`config.mk`:
```
export PLATFORM = sky130hd
export DESIGN_NAME = mig_app_responder
export DESIGN_NICKNAME = d
export VERILOG_FILES = /design/src/rtl/mig_app_responder.sv
export SDC_FILE = /design/constraint.sdc
export NUM_CORES = 2
export LEC_CHECK = 0
export CORE_MARGIN = 2
export CORE_UTILIZATION = 51
export DETAILED_ROUTE_END_ITERATION = 6
export GPL_ROUTABILITY_DRIVEN = 0
export PLACE_DENSITY = 0.76
export REMOVE_ABC_BUFFERS = 1
export SKIP_CTS_REPAIR_TIMING = 1
export SYNTH_ARGS = -nofsm -noshare
export SYNTH_HDL_FRONTEND = slang
export SYNTH_SLANG_ARGS = --single-unit
```
`constraint.sdc`:
```
create_clock -name ui_clk -period 3.96 [get_ports ui_clk]
set_clock_uncertainty 0.2 [all_clocks]
set_input_delay 0.792 -clock ui_clk [delete_from_list [all_inputs] [get_ports ui_clk]]
set_output_delay 0.792 -clock ui_clk [all_outputs]
set_load 0.02 [all_outputs]
```
`src/rtl/mig_app_responder.sv`:
```
// Behavioural stand-in for a MIG user interface: calibration delay,
// write-data FIFO, small byte-maskable memory and fixed-latency reads.
module mig_app_responder #(
    parameter int ADDR_LSB     = 3,
    parameter int MEM_AW       = 4,
    parameter int CALIB_CYCLES = 64,
    parameter int RD_LATENCY   = 4,
    parameter int WDF_DEPTH    = 4
) (
    input  logic         ui_clk,
    input  logic         ui_clk_sync_rst,
    input  logic [27:0]  app_addr,
    input  logic [2:0]   app_cmd,
    input  logic         app_en,
    output logic         app_rdy,
    input  logic [127:0] app_wdf_data,
    input  logic [15:0]  app_wdf_mask,
    input  logic         app_wdf_wren,
    input  logic         app_wdf_end,
    output logic         app_wdf_rdy,
    output logic [127:0] app_rd_data,
    output logic         app_rd_data_valid,
    output logic         app_rd_data_end,
    input  logic         app_ref_req,
    output logic         app_ref_ack,
    input  logic         app_zq_req,
    output logic         app_zq_ack,
    output logic         init_calib_complete,
    output logic         cmd_err
);

    localparam int WORDS = 1 << MEM_AW;
    localparam int CW    = $clog2(CALIB_CYCLES + 1);
    localparam int PW    = (WDF_DEPTH > 1) ? $clog2(WDF_DEPTH) : 1;
    localparam int FW    = $clog2(WDF_DEPTH + 1);

    typedef enum logic [1:0] {CALIB, IDLE, WAIT_WDATA} state_t;

    state_t            state;
    logic [CW-1:0]     calib_cnt;
    logic [127:0]      mem [WORDS];
    logic [143:0]      fifo [WDF_DEPTH];
    logic [PW-1:0]     wr_ptr, rd_ptr;
    logic [FW-1:0]     count;
    logic [MEM_AW-1:0] idx, wait_idx, commit_idx;
    logic [143:0]      head;
    logic [RD_LATENCY-1:0] pv;
    logic [127:0]      pd [RD_LATENCY];
    logic cmd_acc, wr_acc, rd_acc, nop_acc;
    logic push, pop, fifo_empty;
    logic unused_addr;

    assign idx         = app_addr[ADDR_LSB+MEM_AW-1:ADDR_LSB];
    assign unused_addr = ^app_addr;
    assign app_rdy     = (state == IDLE);
    assign app_wdf_rdy = init_calib_complete && (count != FW'(WDF_DEPTH));
    assign fifo_empty  = (count == '0);
    assign cmd_acc     = app_en && app_rdy;
    assign wr_acc      = cmd_acc && (app_cmd == 3'b000);
    assign rd_acc      = cmd_acc && (app_cmd == 3'b001);
    assign nop_acc     = cmd_acc && !wr_acc && !rd_acc;
    assign push        = app_wdf_wren && app_wdf_rdy;
    assign pop         = (wr_acc || state == WAIT_WDATA) && !fifo_empty;
    assign commit_idx  = (state == WAIT_WDATA) ? wait_idx : idx;
    assign head        = fifo[rd_ptr];

    assign app_rd_data_valid = pv[RD_LATENCY-1];
    assign app_rd_data_end   = pv[RD_LATENCY-1];
    assign app_rd_data       = pd[RD_LATENCY-1];

    always_ff @(posedge ui_clk) begin
        if (ui_clk_sync_rst) begin
            state               <= CALIB;
            calib_cnt           <= '0;
            init_calib_complete <= 1'b0;
            wait_idx            <= '0;
        end else begin
            if (!init_calib_complete) calib_cnt <= calib_cnt + CW'(1);
            unique case (state)
                CALIB: if (calib_cnt == CW'(CALIB_CYCLES - 1)) begin
                    state               <= IDLE;
                    init_calib_complete <= 1'b1;
                end
                IDLE: if (wr_acc && fifo_empty) begin
                    state    <= WAIT_WDATA;
                    wait_idx <= idx;
                end
                WAIT_WDATA: if (!fifo_empty) state <= IDLE;
                default: state <= CALIB;
            endcase
        end
    end

    // Pointers wrap explicitly so non-power-of-two depths stay correct.
    always_ff @(posedge ui_clk) begin
        if (ui_clk_sync_rst) begin
            wr_ptr <= '0;
            rd_ptr <= '0;
            count  <= '0;
            for (int i = 0; i < WDF_DEPTH; i++) fifo[i] <= '0;
        end else begin
            if (push) begin
                fifo[wr_ptr] <= {app_wdf_data, app_wdf_mask};
                wr_ptr <= (wr_ptr == PW'(WDF_DEPTH - 1)) ? '0 : wr_ptr + PW'(1);
            end
            if (pop)
                rd_ptr <= (rd_ptr == PW'(WDF_DEPTH - 1)) ? '0 : rd_ptr + PW'(1);
            if (push && !pop)      count <= count + FW'(1);
            else if (pop && !push) count <= count - FW'(1);
        end
    end

    always_ff @(posedge ui_clk) begin
        if (ui_clk_sync_rst) begin
            for (int w = 0; w < WORDS; w++) mem[w] <= '0;
        end else if (pop) begin
            for (int b = 0; b < 16; b++)
                if (!head[b]) mem[commit_idx][8*b +: 8] <= head[16 + 8*b +: 8];
        end
    end

    // Each stage loads data only with its valid, so the output holds.
    always_ff @(posedge ui_clk) begin
        if (ui_clk_sync_rst) begin
            pv <= '0;
            for (int i = 0; i < RD_LATENCY; i++) pd[i] <= '0;
        end else begin
            pv[0] <= rd_acc;
            if (rd_acc) pd[0] <= mem[idx];
            for (int i = 1; i < RD_LATENCY; i++) begin
                pv[i] <= pv[i-1];
                if (pv[i-1]) pd[i] <= pd[i-1];
            end
        end
    end

    always_ff @(posedge ui_clk) begin
        if (ui_clk_sync_rst) begin
            cmd_err     <= 1'b0;
            app_ref_ack <= 1'b0;
            app_zq_ack  <= 1'b0;
        end else begin
            cmd_err     <= nop_acc || (push && !app_wdf_end);
            app_ref_ack <= app_ref_req && init_calib_complete;
            app_zq_ack  <= app_zq_req && init_calib_complete;
        end
    end

endmodule
```
==> impl_metrics.env <==
export IMPL_path_class="reg -> out"
export IMPL_yosysUniqueCellTypes=49
export IMPL_fin_total_pwr_uw=71100
export IMPL_rr_worst_depth=5
export IMPL_rr_startpoint="state[1]"
export IMPL_ys_seq_area_share_pct=70.9
export IMPL_leakagePower_uw=0.0526
export IMPL_seqCellArea_mm2=0.0948
export IMPL_rows=187
export IMPL_yosys_top_cells_area="edfxtp_1, mux4_2, nor2_1"
export IMPL_timing_final_crit_share_pct=92.1
export IMPL_hold_start="app_zq_req"
export IMPL_finalSetupTns_ps=0
export IMPL_multi_input_area_mm2=0.0352
export IMPL_hold_class="in -> reg"
export IMPL_cts_buffers=338
export IMPL_intPower_uw=56300
export IMPL_synth_compound_area_share_pct=2.96
export IMPL_cp_required_ps=2970
export IMPL_power_switching_uw=14900
export IMPL_fillCellCount=18889
export IMPL_drtIter0Drc=10647
export IMPL_syn_inst=8679
export IMPL_cp_start_kind="flop"
export IMPL_synth_ff_type="edfxtp_1"
export IMPL_synthSimpleGateAreaFrac_pct=11.7
export IMPL_core_area_mm2=0.260
export IMPL_final_max_slew_viol_count=0
export IMPL_clkSlewWorstSetupHoldPaths_ps=60
export IMPL_die_x_um=516
export IMPL_yosys_area_share_adder_pct=0.0524
export IMPL_tritoncts="yes"
export IMPL_p_sw_share_pct=20.9
export IMPL_whs_path_depth=2
export IMPL_grt_max_degree=145
export IMPL_wl_per_cell_um=27.3
export IMPL_hold_end="app_zq_ack"
export IMPL_avgSynthCellArea_um2=15.4
export IMPL_reg2reg_to="mem[3][107]"
export IMPL_area_delta_synth_final_pct=13.5
export IMPL_status="complete, no violations"
export IMPL_grt_usage_pct=25.7
export IMPL_dieArea_mm2=0.266
export IMPL_cap_violations=0
export IMPL_ys_warn_count=0
export IMPL_num_vias=76042
export IMPL_ir_drop_mv=0.514
export IMPL_drtPass1Iterations=6
export IMPL_synth_area_leader_cell="edfxtp_1"
export IMPL_cp_arrival_ps=2660
export IMPL_synthesis_area_mm2=0.134
export IMPL_io_buffer_count=293
export IMPL_synth_mux_area_share_pct=11.3
export IMPL_grt_pass1_vias=77319
export IMPL_drcViolationCount=0
export IMPL_power_density_mw_per_mm2=469
export IMPL_finish_net_count=8979
export IMPL_clock_latency_ps=980
export IMPL_setup_viol=0
export IMPL_grt_overflow=0
export IMPL_cts_root_buf="clkbuf_16"
export IMPL_worst_slew_pin_slew_ps=959
export IMPL_drt_wl_total_um=343000
export IMPL_initial_core_util_pct=51.4
export IMPL_fp_dieH_um=516
export IMPL_timing_slew_headroom_pct=35.7
export IMPL_cts_num_sinks=3166
export IMPL_r2r_setup_slack_ps=600
export IMPL_rsz0062_at_grt="no"
export IMPL_synth_top_area_share_pct=70.5
export IMPL_via_per_inst=6.06
export IMPL_ios=318
export IMPL_yosys_area_share_xor_xnor_pct=0.0459
export IMPL_synth_top_family_by_area="simple AND/OR/NAND/NOR gates"
export IMPL_synthArstFlopShare_pct=0
export IMPL_grt_pass1_wl_um=501000
export IMPL_antenna_found_initial=39
export IMPL_dp_hpwl_um=211000
export IMPL_clockBufferDepth=4
export IMPL_synth_edff_count=3136
export IMPL_pwr_share_clk_pct=42.0
export IMPL_power_frac_seq_pct=53.6
export IMPL_comb_power_share_pct=4.4
export IMPL_min_period_ps=3650
export IMPL_dp_cells=11948
export IMPL_end_kind="primary output"
export IMPL_fmax_mhz=274
export IMPL_ant_nets=0
export IMPL_holdWs_ps=173
export IMPL_hold_violations=0
export IMPL_worstPathMaxFanout=5
export IMPL_synth_seq_cells=3166
export IMPL_fin_cells=12543
export IMPL_htreeDepth=5
export IMPL_drive_gt1_share_pct=17.2
==> cell usage after synthesis (3+ instances only) <==
master	n
nor2b_1	7
o21ai_0	29
nor3_2	20
edfxtp_1	3136
a31o_2	4
nor4bb_1	4
clkbuf_1	527
buf_1	84
or3_1	3
mux2i_1	35
a21o_1	257
nand2_1	120
buf_2	137
o31ai_1	3
and2_1	963
buf_4	130
nor2_1	2084
nand3_1	131
xor2_1	5
inv_1	5
nand2b_1	8
mux4_2	656
or4b_2	3
ha_1	4
a22oi_1	231
a31oi_1	4
nor3_1	18
dfxtp_1	30
a21oi_1	7
or2_2	7
==> flip-flops by register name, indices dropped and copies added (netlist names), named ones only <==
name / flops
app_ref_ack: 1
app_zq_ack: 1
calib_cnt: 7
cmd_err: 1
count: 3
fifo: 576
init_calib_complete: 1
mem: 2048
pd: 512
pv: 4
rd_ptr: 2
state: 2
wait_idx: 4
wr_ptr: 2
==> critical path, cell delays in order (launching register included) <==
cell	delay [ps]
dfxtp_1	400
or3b_2	550
and2_1	190
clkdlybuf4s50_1	530
==> power groups by stage <==
stage	logic, uW	clock network (uW)	registers, uW
5_1_grt	3260	31500	38200
6_report	3120	29900	38100
3_5_place_dp	3100	0	38800
3_3_place_gp	3050	0	38700
4_1_cts	3120	30100	38100
2_1_floorplan	1520	0	38800
==> layout by cell type (no fill, tap or decap), types with 56 or more instances in the layout <==
cell type | Yosys | layout
clkbuf_16 | 0 | 340
nand2_1 | 120 | 111
clkbuf_1 | 527 | 69
a22oi_1 | 231 | 231
edfxtp_1 | 3136 | 3136
and2_1 | 963 | 963
nand3_1 | 131 | 131
buf_12 | 0 | 108
nor2_1 | 2084 | 2084
clkinv_1 | 0 | 56
clkdlybuf4s50_1 | 0 | 290
a21o_1 | 257 | 256
buf_4 | 130 | 251
clkinv_2 | 0 | 65
mux4_2 | 656 | 656
==> cell type report <==
class	instances	share of cell area [%]
Tap cell	3496	2.88
Clock buffer	412	5.81
Inverter	5	0.0124
Sequential cell	3166	62.5
Multi-Input combinational cell	4629	23.2
Antenna cell	13	0.0214
Timing Repair Buffer	652	4.61
Clock inverter	170	0.977
==> worst max path at each step <==
stage / from / end / cells after the start
after floorplan: app_cmd[1] / pd[0][126] / 4
after global placement: app_cmd[0] / pd[0][5] / 7
after detailed placement: app_cmd[0] / pd[0][5] / 7
after CTS: count[2] / app_wdf_rdy / 3
after global routing: count[2] / app_wdf_rdy / 3
final: count[2] / app_wdf_rdy / 3
==> per-layer routing <==
| layer | part of all wire [%] | global-route usage [%] | wire length, um | up-vias |
|---|---|---|---|---|
| met4 | 4.9 | 11.5 | 16700 | 30 |
| met3 | 12 | 6.35 | 40800 | 810 |
| met1 | 35 | 33.3 | 120000 | 38375 |
| met5 | 0.058 | 0 | 199 | - |
| met2 | 48 | 41.2 | 165000 | 4814 |
| li1 | - | - | - | 32013 |
==> stage by stage <==
stage	setup slack, ps	util (%)	area, um^2
2_1_floorplan	-7730	-	130000
3_3_place_gp	289	54.3	141000
3_5_place_dp	206	54.3	141000
4_1_cts	273	58.3	152000
5_1_grt	260	58.3	152000
6_report	313	58.3	152000
==> kinds of logic after synthesis <==
group,after synthesis
buffers and inverters,884
AOI/OAI and AO/OA,539
adders and majority gates,5
muxes,693
and+or+nand+nor,3385
DFF,3166
xor gates and xnor gates,7
Power figures use the tool's default switching activity.
